$ cat src/rtl/menu_pkg.sv
// Shared types and helpers for the parametrised menu selector.
package menu_pkg;

  typedef enum logic [0:0] {
    StMenu     = 1'b0,
    StSelected = 1'b1
  } state_e;

  localparam int unsigned TIMEOUT_W = 20;

  // Widest legal menu is 16 options; callers truncate to their own width.
  function automatic logic [15:0] idx_to_onehot(input logic [3:0] idx);
    return 16'(1) << idx;
  endfunction

endpackage

$ cat src/rtl/menu_select_n_if.sv
// Front-panel button / selection bus between the panel and the menu selector.
interface menu_select_n_if #(
  parameter int unsigned N_OPTS = 4
);
  localparam int unsigned IDX_W = $clog2(N_OPTS);

  logic              AD;
  logic              AT;
  logic              SEL;
  logic              CLC;
  logic [IDX_W-1:0]  cursor;
  logic [N_OPTS-1:0] op;
  logic              sel_active;
  logic              sel_strobe;

  modport master (
    output AD, AT, SEL, CLC,
    input  cursor, op, sel_active, sel_strobe
  );

  modport slave (
    input  AD, AT, SEL, CLC,
    output cursor, op, sel_active, sel_strobe
  );

endinterface

$ cat src/rtl/btn_edge_det.sv
// Rising-edge detector for a bank of level buttons; history resets high so a
// button held through reset release produces no event.
module btn_edge_det #(
  parameter int unsigned W = 4
) (
  input  logic         clk,
  input  logic         reset,
  input  logic [W-1:0] btn,
  output logic [W-1:0] rise
);

  logic [W-1:0] hist_q;

  always_ff @(posedge clk or negedge reset) begin
    if (!reset) begin
      hist_q <= '1;
    end else begin
      hist_q <= btn;
    end
  end

  assign rise = btn & ~hist_q;

endmodule

$ cat src/rtl/menu_select_n.sv
// N-option menu selector with edge-qualified buttons, one-hot selection and an
// optional inactivity timeout. Define MENU_WRAP_EN to make the cursor wrap.
module menu_select_n
  import menu_pkg::*;
#(
  parameter int unsigned N_OPTS      = 4,
  parameter int unsigned TIMEOUT_CYC = 0
) (
  input logic            clk,
  input logic            reset,
  menu_select_n_if.slave bus
);

  localparam int unsigned IDX_W = $clog2(N_OPTS);
  localparam logic [IDX_W-1:0] LastIdx = IDX_W'(N_OPTS - 1);
  localparam bit TimeoutEn = (TIMEOUT_CYC != 0);
  localparam logic [TIMEOUT_W-1:0] TermCnt = TimeoutEn ? TIMEOUT_W'(TIMEOUT_CYC - 1) : '0;

  logic [3:0] btn;
  logic [3:0] ev;
  logic       ev_ad, ev_at, ev_sel, ev_clc;

  state_e                state_q, state_d;
  logic [IDX_W-1:0]      cursor_q, cursor_d;
  logic [N_OPTS-1:0]     op_q, op_d;
  logic                  active_q, active_d;
  logic                  strobe_q, strobe_d;
  logic [TIMEOUT_W-1:0]  cnt_q, cnt_d;

  assign btn = {bus.AD, bus.AT, bus.SEL, bus.CLC};

  btn_edge_det #(
    .W(4)
  ) u_edge (
    .clk  (clk),
    .reset(reset),
    .btn  (btn),
    .rise (ev)
  );

  assign ev_ad  = ev[3];
  assign ev_at  = ev[2];
  assign ev_sel = ev[1];
  assign ev_clc = ev[0];

  always_comb begin
    state_d  = state_q;
    cursor_d = cursor_q;
    op_d     = op_q;
    active_d = active_q;
    strobe_d = 1'b0;
    cnt_d    = cnt_q;

    case (state_q)
      StMenu: begin
        op_d     = '0;
        active_d = 1'b0;
        cnt_d    = '0;
        if (cursor_q > LastIdx) begin
          cursor_d = '0;
        end else if (ev_ad) begin
          if (cursor_q == LastIdx) begin
`ifdef MENU_WRAP_EN
            cursor_d = '0;
`else
            cursor_d = cursor_q;
`endif
          end else begin
            cursor_d = cursor_q + 1'b1;
          end
        end else if (ev_at) begin
          if (cursor_q == '0) begin
`ifdef MENU_WRAP_EN
            cursor_d = LastIdx;
`else
            cursor_d = cursor_q;
`endif
          end else begin
            cursor_d = cursor_q - 1'b1;
          end
        end else if (ev_sel) begin
          state_d  = StSelected;
          op_d     = N_OPTS'(idx_to_onehot(4'(cursor_q)));
          active_d = 1'b1;
          strobe_d = 1'b1;
        end
      end

      StSelected: begin
        // Cancel and timeout collapse into one exit when they coincide.
        if (ev_clc || (TimeoutEn && (cnt_q == TermCnt))) begin
          state_d  = StMenu;
          cursor_d = '0;
          op_d     = '0;
          active_d = 1'b0;
          cnt_d    = '0;
        end else if (TimeoutEn) begin
          cnt_d = cnt_q + 1'b1;
        end
      end

      default: begin
        state_d  = StMenu;
        cursor_d = '0;
        op_d     = '0;
        active_d = 1'b0;
        cnt_d    = '0;
      end
    endcase
  end

  always_ff @(posedge clk or negedge reset) begin
    if (!reset) begin
      state_q  <= StMenu;
      cursor_q <= '0;
      op_q     <= '0;
      active_q <= 1'b0;
      strobe_q <= 1'b0;
      cnt_q    <= '0;
    end else begin
      state_q  <= state_d;
      cursor_q <= cursor_d;
      op_q     <= op_d;
      active_q <= active_d;
      strobe_q <= strobe_d;
      cnt_q    <= cnt_d;
    end
  end

  assign bus.cursor     = cursor_q;
  assign bus.op         = op_q;
  assign bus.sel_active = active_q;
  assign bus.sel_strobe = strobe_q;

endmodule

$ cat src/flat_wrapper.sv
// flat-port wrapper written by rule: the top's interface ports become plain ports
module menu_select_n_flat import menu_pkg::*;
#(
  parameter int unsigned N_OPTS      = 4,
  parameter int unsigned TIMEOUT_CYC = 0
)
  (clk, reset, bus_AD, bus_AT, bus_SEL, bus_CLC, bus_cursor, bus_op, bus_sel_active, bus_sel_strobe);
  menu_select_n_if #(.N_OPTS(N_OPTS)) bus_i ();
  input logic clk;
  input logic reset;
  input wire logic [$bits(bus_i.AD)-1:0] bus_AD;
  input wire logic [$bits(bus_i.AT)-1:0] bus_AT;
  input wire logic [$bits(bus_i.SEL)-1:0] bus_SEL;
  input wire logic [$bits(bus_i.CLC)-1:0] bus_CLC;
  output wire logic [$bits(bus_i.cursor)-1:0] bus_cursor;
  output wire logic [$bits(bus_i.op)-1:0] bus_op;
  output wire logic [$bits(bus_i.sel_active)-1:0] bus_sel_active;
  output wire logic [$bits(bus_i.sel_strobe)-1:0] bus_sel_strobe;
  assign bus_i.AD = bus_AD;
  assign bus_i.AT = bus_AT;
  assign bus_i.SEL = bus_SEL;
  assign bus_i.CLC = bus_CLC;
  assign bus_cursor = bus_i.cursor;
  assign bus_op = bus_i.op;
  assign bus_sel_active = bus_i.sel_active;
  assign bus_sel_strobe = bus_i.sel_strobe;
  menu_select_n #(.N_OPTS(N_OPTS), .TIMEOUT_CYC(TIMEOUT_CYC)) u_core (.clk(clk), .reset(reset), .bus(bus_i));
endmodule
$ cat config.mk
export PLATFORM = sky130hd
export DESIGN_NAME = menu_select_n_flat
export DESIGN_NICKNAME = d
export VERILOG_FILES = /design/src/rtl/menu_pkg.sv /design/src/rtl/menu_select_n_if.sv /design/src/rtl/btn_edge_det.sv /design/src/rtl/menu_select_n.sv /design/src/flat_wrapper.sv
export SDC_FILE = /design/constraint.sdc
export NUM_CORES = 1
export LEC_CHECK = 0
export CAP_MARGIN = 10
export CORE_AREA = 2 2 39 41
export CTS_CLUSTER_DIAMETER = 50
export DETAILED_ROUTE_END_ITERATION = 6
export DIE_AREA = 0 0 41 43
export PLACE_DENSITY = 0.75
export SLEW_MARGIN = 25
export SYNTH_ARGS = -nofsm -noshare
export SYNTH_HDL_FRONTEND = slang
export SYNTH_SLANG_ARGS = --single-unit
export TNS_END_PERCENT = 10
$ cat constraint.sdc
create_clock -name clk -period 1.7 [get_ports clk]
set_clock_uncertainty 0.2 [all_clocks]
set_input_delay 0.34 -clock clk [delete_from_list [all_inputs] [get_ports clk]]
set_output_delay 0.34 -clock clk [all_outputs]
set_load 0.02 [all_outputs]
# Word-level counts from Yosys, hierarchy flattened
# Index checks and enable logic that the tools add are counted.
# word_totals
register_bits	13
in_bits	6
out_inout_bits	8
word_cells	42
# classes
addsub	2
order_cmp	1
n_eq_ne	5
shift	1
n_mux	22
n_bitwise	3
reduce_logical	2
# ops
op	n
4-bit two-way mux	5
2-bit two-way mux	6
4-bit one-hot mux with 2 select lines	1
1-bit two-way mux	7
4-bit bitwise AND	1
4-bit by 1-bit inequality test with 1-bit output, second input constant	1
4-bit by 2-bit inequality test with 1-bit output, second input constant	1
4-bit inequality test, second input constant	1
4-bit inverter	1
1-bit one-hot mux with 2 select lines	2
2-bit one-hot mux with 2 select lines	1
4-bit AND reduction	1
1-bit by 2-bit << shifter with 4-bit output, first input constant	1
2-bit by 1-bit adder with 2-bit output, second input constant	1
2-bit equality test, second input constant	1
2-bit > comparator, second input constant	1
2-bit logical NOT	1
2-bit by 1-bit inequality test with 1-bit output, second input constant	1
2-bit by 1-bit subtractor with 2-bit output, second input constant	1
1-bit inverter	1

# Longest topological paths before layout
# Gate-level depths: netlist (run 1).
# logic_depth
depth_word	7
ltp_mapped	3
mapped_depth_nobuf	3

# Cells and area by module
# A second synthesis (run 1) with hierarchy kept.
# hier_totals
cells_unflattened	38
area_unflattened_um2	533.0
# modules_own_cells
module	instances	cells_each	area_each_um2	seq_area_each_um2
menu_select_n	1	30	372.9	225.2
btn_edge_det	1	8	160.2	105.1

# Worst setup path after synthesis (run 1)
# Ideal clock, no wire load.
# synth_path
path_kind	reg2reg
start	reg u_core.cursor_q[0] (netlist: u_core.bus.cursor[0])
end	reg u_core.cursor_q[0] (netlist: u_core.bus.cursor[0])
setup_ns	0.090
arrival_ns	1.175
required_ns	1.410
slack_ns	0.235
path_stages_with_launch	4
n_path_buf	0
synth_period_minus_slack_ns	1.465
cell_sequence	dfrtp_1 -> inv_2 -> or4_1 -> o2111ai_1
# synth_between
elab_chain_len	6
elab_cells_between_ends	15
cone_classes	2 x add/sub; 1 x order compare; 4 x eq/ne; 6 x mux; 2 x reduce/logical
# synth_lines
item	line	text
start: declaration	menu_select_n.sv:24	logic [IDX_W-1:0] cursor_q, cursor_d;
start signal: assignment	menu_select_n.sv:122	cursor_q <= cursor_d;
2-bit by 1-bit subtractor with 2-bit output	menu_select_n.sv:79	cursor_d = cursor_q - 1'b1;
2-bit two-way mux	menu_select_n.sv:72	if (cursor_q == '0) begin
2-bit two-way mux	menu_select_n.sv:71	end else if (ev_at) begin
2-bit two-way mux	menu_select_n.sv:61	end else if (ev_ad) begin
2-bit two-way mux	menu_select_n.sv:59	if (cursor_q > LastIdx) begin
2-bit one-hot mux with 2 select lines	menu_select_n.sv:54	case (state_q)
# Parallel ways exist; a longest one is shown, timed or not. The select of a mux whose other input is x is not followed.
# A chain may end at the register's enable or synchronous reset.

# Worst setup path in the final report (run 1)
# layout_path
start	in bus_AD
end	reg u_core.cursor_q[1] (netlist: u_core.bus.cursor[1])
# layout_between
elab_chain_len	4
elab_cells_between_ends	8
cone_classes	3 x eq/ne; 3 x mux; 1 x bitwise; 1 x reduce/logical
# layout_lines
item	line	text
start: declaration	flat_wrapper.sv:11	input wire logic [$bits(bus_i.AD)-1:0] bus_AD;
4-bit bitwise AND (*)	btn_edge_det.sv:22	assign rise = btn & ~hist_q;
2-bit two-way mux	menu_select_n.sv:61	
2-bit two-way mux	menu_select_n.sv:59	
2-bit one-hot mux with 2 select lines	menu_select_n.sv:54	
# Mark *: on every way between the ends. The rest lies on a longest branch, timed or not.

==> summary.md, run 1 <==
| Metric | Value |
|---|---|
| Residual DRC | 0 |
| Initial antenna violation count | 0 |
| Cts repair resizes | 8 |
| Vias in the first global route | approximately 370 |
| Final Setup Violations | 0 |
| Crit. End Element | register |
| Tightest Pin Transition | 299.4 ps |
| Power density relative to cell area | 1024 nW/um^2 |
| Prevailing post-synth register cell | sky130_fd_sc_hd__dfrtp_1 |
| Leading cell types in the layout, fill and taps excluded | sky130_fd_sc_hd__dfrtp_1 (9), sky130_fd_sc_hd__dlygate4sd2_1 (8), sky130_fd_sc_hd__buf_4 (8), sky130_fd_sc_hd__clkdlybuf4s50_1 (5), sky130_fd_sc_hd__dfstp_2 (4) |
| Post-route antenna net violation count | 0 |
| Sequential Area | 330.3 sq um |
| Final design utilization | 0.5362 |
| Upper clock frequency limit | roughly 0.61 GHz |
| Data arrival at the endpoint of the critical path | 1590 ps |
| Async S/R FF share, synth | 1.000 |
| Final std cell area, no fill | 742.0 sq um |
| Post-detailed-route via-to-cell ratio | 4.850 |
| WL per Instance | roughly 13 um |
| RSZ-0062 raised after global routing | false |
| Latest clock arrival within the worst-skew pair | 270 ps |
| Number of diodes added for antenna fixing | 0 |
| Result of the run | complete, no violations |
| Fill cell total of the finished layout | roughly 130 |
| Overall track demand over capacity in global routing | 0.1346 |
| Die span in x | between 40 and 50 um |
| Number of top-level pins | 14 |
| Post-synthesis instance area | between 500 and 600 sq um |
| Total internal power | 525.3 uW |
| Number of enable-type register cells in the synthesized netlist | 0 |
| Worst setup startpoint | bus_AD |
| Proportion of power drawn by the clock network | 0.245 |
| Static leakage | 0.3575 nW |
| Count of input and output buffers | 13 |
| Count of max-cap constraint violations | 0 |
| Setup Slack @ Placement | -209.6 ps |
| Clock tree from TritonCTS | done |
| Peak ir drop on the vdd network | 0.0004269 V |
| Number of nets in the layout | 71 |
| Library cells used by synthesis | 22 |
| Worst hold margin | roughly 170 ps |
| Relative slew margins | 0.8000 |
| Combinational power share | 0.276 |
| YS warnings | 0 |
| Core box area | 1384 sq um |
| Crit path kind | input pin to register |
| Critical path fanouts, max | 4 |
| CTS Hold Buffers Added | 0 |
| Fin crit period | approximately 1600 ps |
| Ratio of final minimum period to clock period | 0.9573 |
| Post-CTS setup buffer count | 0 |
| CTS Root Buffer Type | sky130_fd_sc_hd__clkbuf_4 |
| Die Outline Area | 1763 sq um |
| Initial cell density of the core | 0.3725 |
| Detailed Route WL | between 1000 and 1500 um |
| CTS buffer count | 3 |
| Switching Power | 234.4 uW |
| Vias | ~390 |
| Hpwl dp | roughly 750 um |
| Most common cell after layout, fill and taps aside | sky130_fd_sc_hd__dfrtp_1 |
| Initial DRT Pass Iterations | 3 |
| Register share of total power | 0.478 |
| Vertical die dimension | 43 um |
| Clock edge transition at the registers on the reported setup and hold paths | 80 ps |
| Required time at the worst-slack endpoint | between 1500 and 2000 ps |
| Synthesized Nets | between 40 and 50 |
| Post-detailed-placement cell area | about 730 sq um |
| Average cell area after synthesis | 13.22 sq um |
| H-tree depth reported by CTS | 1 |
| Post-synthesis register bit count | 13 |
| Routability cong. | 0.7356 |
| Count of placed standard cells including taps | 76 |
| Number of DRC markers after the initial detailed-route iteration | 7 |
| Synthesis-to-finish area growth | 43.93% |
| Placement row count | 14 |
| Design Power | ~760 uW |
| Final count of hold timing violations | 0 |
| Wire length of the first global-routing pass | about 1600 um |
| Largest net degree at the start of global routing | 14 |
| Startpoint Class | input pin |
| Sinks on the clock net | 13 |
| Number of standard cells after synthesis | 39 |
| Fin cells | 80 |
| Proportion of layout cells with a drive suffix above 1 | 0.2813 |
| Max-slew violation total from the final report | 0 |
| Multi-input logic area | 173.9 sq um |
| Final worst-path setup slack | 72.53 ps |
| Launching point of the worst reg2reg path | u_core.u_edge.hist_q[1] |
| Hold Path Class | input pin to asynchronous set/reset pin |
| Summed negative setup slack over all endpoints | 0 ps |
| Maximum count of clock buffers along a single path | 2 |
| Net switching fraction of the power | 0.3086 |
| Overflow left after global routing | 0 |
| Proportion of synthesized chip area in sequential cells | 0.6408 |
## logic make-up (layout without fill, tap and decap cells)
family          Yosys count  in the layout  synth area share
simple gates             15             15            0.2112
flops                    13             13            0.6408
compound gates            8              8            0.1262
buf+inv                   3             28           0.02184
## cells in the mapped netlist, types with 2 or more instances
master | instances | area, sq um
sky130_fd_sc_hd__nand3_1 | 2 | 10.01
sky130_fd_sc_hd__dfrtp_1 | 9 | 225.2
sky130_fd_sc_hd__a32o_1 | 3 | 30.03
sky130_fd_sc_hd__nor2_1 | 2 | 7.510
sky130_fd_sc_hd__dfstp_2 | 4 | 105.1
sky130_fd_sc_hd__nand2b_1 | 2 | 12.51
sky130_fd_sc_hd__inv_1 | 2 | 7.510
## worst paths after layout
path                       cells after the start  slack (ps)                      end
setup / recovery                               5          70     u_core.bus.cursor[1]
hold / removal                                 2         170     u_core.bus.cursor[1]
setup reg to reg                               4         250         u_core.bus.op[3]
hold reg to reg                                1         280    u_core.bus.sel_active
max in group asynchronous                      2         900  u_core.u_edge.hist_q[3]
min in group clk                               1         280    u_core.bus.sel_active
## sequential cells by signal, indices dropped and copies added (netlist names)
signal                 cells
u_core.u_edge.hist_q       4
u_core.bus.cursor          2
u_core.bus.op              4
u_core.state_q             1
u_core.bus.sel_strobe      1
u_core.bus.sel_active      1
## area by class of cell
type | count | area share
clock buffer | 4 | 0.03541
inverter | 3 | 0.01518
multi-input combinational | 23 | 0.2344
sequential | 13 | 0.4452
tap | 16 | 0.02698
timing repair buffer | 21 | 0.2428
## power by group through the flow
stage          clock network (mW)  logic (mW)  registers (mW)
2_1_floorplan                   0      0.0655           0.413
3_3_place_gp                    0       0.224           0.370
3_5_place_dp                    0       0.225           0.371
4_1_cts                     0.197       0.211           0.364
5_1_grt                     0.214       0.226           0.368
6_report                    0.186       0.210           0.363
## critical path: stages
cell                              delay [ps]
sky130_fd_sc_hd__clkdlybuf4s50_1         470
sky130_fd_sc_hd__nor2b_2                 260
sky130_fd_sc_hd__buf_4                   170
sky130_fd_sc_hd__a21oi_1                  60
sky130_fd_sc_hd__nor4_1                  290
## per-layer routing
layer / wire length [um] / track usage / vias up
li1: - / - / 196
met1: 474 / 0.1723 / 183
met2: 467 / 0.1938 / 9
met3: 81 / 0.03665 / 0
met4: 0 / 0.08000 / 0
met5: 0 / 0 / -
(Power assumes the default switching activity.)
==> run 2, diff against run 1 <==
Settings changed: CTS_BUF_LIST set to sky130_fd_sc_hd__clkbuf_8.
==> summary.md, run 2 (synthesized netlist as in run 1, its figures left out) <==
| Metric | Value |
|---|---|
| Ratio of final minimum period to clock period | 0.9807 |
| Net switching fraction of the power | 0.2910 |
| Critical path fanouts, max | 4 |
| Required time at the worst-slack endpoint | 1630 ps |
| Final Setup Violations | 0 |
| Initial antenna violation count | 0 |
| Overall track demand over capacity in global routing | 0.1407 |
| Crit path kind | input pin to register |
| Largest incremental delay on the critical path | 470 ps |
| Maximum count of clock buffers along a single path | 2 |
| Switching Power | roughly 240 uW |
| Proportion of layout cells with a drive suffix above 1 | 0.2969 |
| Vias | 385 |
| Static leakage | roughly 0.37 nW |
| Core box area | 1384 sq um |
| Relative slew margins | 0.8080 |
| Initial cell density of the core | 0.3725 |
| RSZ-0062 raised after global routing | false |
| Sinks on the clock net | 13 |
| Count of max-cap constraint violations | 0 |
| Worst path top cell family by delay | buffers and inverters |
| Clock tree from TritonCTS | done |
| Register share of total power | 0.435 |
| H-tree depth reported by CTS | 1 |
| Residual DRC | 0 |
| Crit. End Element | register |
| Detailed Route WL | 1066 um |
| Proportion of power drawn by the clock network | 0.315 |
| Vertical die dimension | 43 um |
| CTS buffer count | 3 |
| CTS Root Buffer Type | sky130_fd_sc_hd__clkbuf_8 |
| Power density relative to cell area | 1099 nW/um^2 |
| Number of top-level pins | 14 |
| Hold Path Class | input pin to asynchronous set/reset pin |
| Data arrival at the endpoint of the critical path | between 1500 and 2000 ps |
| Total internal power | 594.9 uW |
| Hpwl dp | 750.2 um |
| Number of diodes added for antenna fixing | 0 |
| Wire length of the first global-routing pass | 1587 um |
| CTS Hold Buffers Added | 0 |
| WL per Instance | about 13 um |
| Tightest Pin Transition | 287.9 ps |
| Largest net degree at the start of global routing | 14 |
| Max-slew violation total from the final report | 0 |
| Result of the run | complete, no violations |
| Die Outline Area | 1763 sq um |
| CP bufs+invs | 2 |
| Combinational power share | 0.251 |
| Leading cell types in the layout, fill and taps excluded | sky130_fd_sc_hd__dfrtp_1 (9), sky130_fd_sc_hd__dlygate4sd2_1 (8), sky130_fd_sc_hd__buf_4 (8), sky130_fd_sc_hd__clkdlybuf4s50_1 (5), sky130_fd_sc_hd__dfstp_2 (4) |
| Upper clock frequency limit | about 0.6 GHz |
| Vias in the first global route | 376 |
| Clock edge transition at the registers on the reported setup and hold paths | 50 ps |
| Slowest cell on the critical path | sky130_fd_sc_hd__clkdlybuf4s50_1 |
| Worst hold margin | between 200 and 250 ps |
| Fin crit period | between 1500 and 2000 ps |
| Post-route antenna net violation count | 0 |
| Synthesis-to-finish area growth | 48.06% |
| Startpoint Class | input pin |
| Most common cell after layout, fill and taps aside | sky130_fd_sc_hd__dfrtp_1 |
| Latest clock arrival within the worst-skew pair | 240 ps |
| Die span in x | approximately 41 um |
| Number of nets in the layout | 71 |
| Final std cell area, no fill | 763.2 sq um |
| Placement row count | 14 |
| Count of input and output buffers | 13 |
| Peak ir drop on the vdd network | 0.0005210 V |
| Initial DRT Pass Iterations | 4 |
| Post-detailed-route via-to-cell ratio | 4.813 |
| Overflow left after global routing | 0 |
| Cells along the critical path | clkdlybuf4s50_1, nor2b_2, buf_4, a21oi_1, nor4_1 |
| Final count of hold timing violations | 0 |
| Routability cong. | 0.7356 |
| Post-detailed-placement cell area | 725.7 sq um |
| Number of DRC markers after the initial detailed-route iteration | 7 |
-- run 2: cell count changes in the layout (fill, tap and decap cells not counted) --
cell                       change
sky130_fd_sc_hd__nor2b_1       -1
sky130_fd_sc_hd__clkbuf_1      -1
sky130_fd_sc_hd__clkbuf_4      -3
sky130_fd_sc_hd__inv_1         +1
sky130_fd_sc_hd__clkbuf_8      +3
sky130_fd_sc_hd__nor2b_2       +1
-- run 2: layout make-up --
class                   instances  area [sq um]
repair buffers                 21         180.2
flip-flops and latches         13         330.3
fillers                       128         620.6
multi-input cells              23         176.4
inverters                       3         11.26
clock inverters                 1         3.754
well taps                      16         20.02
clock buffers                   3         41.29
-- run 2: worst reg2reg max path, stage by stage (launching register included) --
cell and delay, ps:
sky130_fd_sc_hd__dfstp_2 500, sky130_fd_sc_hd__nand2b_1 160, sky130_fd_sc_hd__nor4_4 60, sky130_fd_sc_hd__buf_4 160
sky130_fd_sc_hd__a32o_1 250
-- run 2: power by group through the flow --
stage          sequential [mW]  clock [mW]  combinational (mW)
5_1_grt                  0.369       0.296               0.226
2_1_floorplan            0.413           0              0.0655
3_5_place_dp             0.371           0               0.225
6_report                 0.365       0.264               0.210
4_1_cts                  0.365       0.278               0.211
3_3_place_gp             0.370           0               0.224
-- run 2: timing repair --
item,4_1_cts,5_1_grt
pin swaps,0,0
buffers inserted,0,0
gates resized for setup,8,1
setup endpoints to repair,8,1
-- run 2: through the flow --
stage / setup WS (ps) / TNS [ps] / total power, mW / utilization / instances
3_3_place_gp: -167.1 / -1049 / 0.5938 / 0.5244 / 76
2_1_floorplan: 235.4 / 0 / 0.4783 / - / 39
5_1_grt: 5.167 / 0 / 0.8908 / 0.5515 / 80
6_report: 32.74 / 0 / 0.8391 / 0.5515 / 80
4_1_cts: 29.79 / 0 / 0.8531 / 0.5497 / 80
3_5_place_dp: -209.6 / -1232 / 0.5957 / 0.5244 / 76
-- run 2: path summary, 6_finish.rpt --
path,from,endpoint,slack (ps),cells past startpoint
max,bus_AD,u_core.bus.cursor[1],30,5
min,reset,u_core.bus.sel_active,200,2
max reg2reg,u_core.u_edge.hist_q[1],u_core.bus.op[3],250,4
min reg2reg,u_core.bus.sel_active,u_core.bus.sel_active,280,1
max in group asynchronous,reset,u_core.u_edge.hist_q[0],870,2
min in group clk,u_core.bus.sel_active,u_core.bus.sel_active,280,1
-- run 2: per-layer routing --
layer	up-vias	GRT usage	part of all wire
met4	0	0.1000	0
met5	-	0	0
met2	9	0.2000	0.46
li1	195	-	-
met3	0	0.05236	0.077
met1	181	0.1655	0.46
==> run 3, diff against run 2 <==
Settings changed: SLEW_MARGIN 25 to unset.
==> results of run 3 <==
No change in the layout: final DEF, timing and power equal those of run 2.
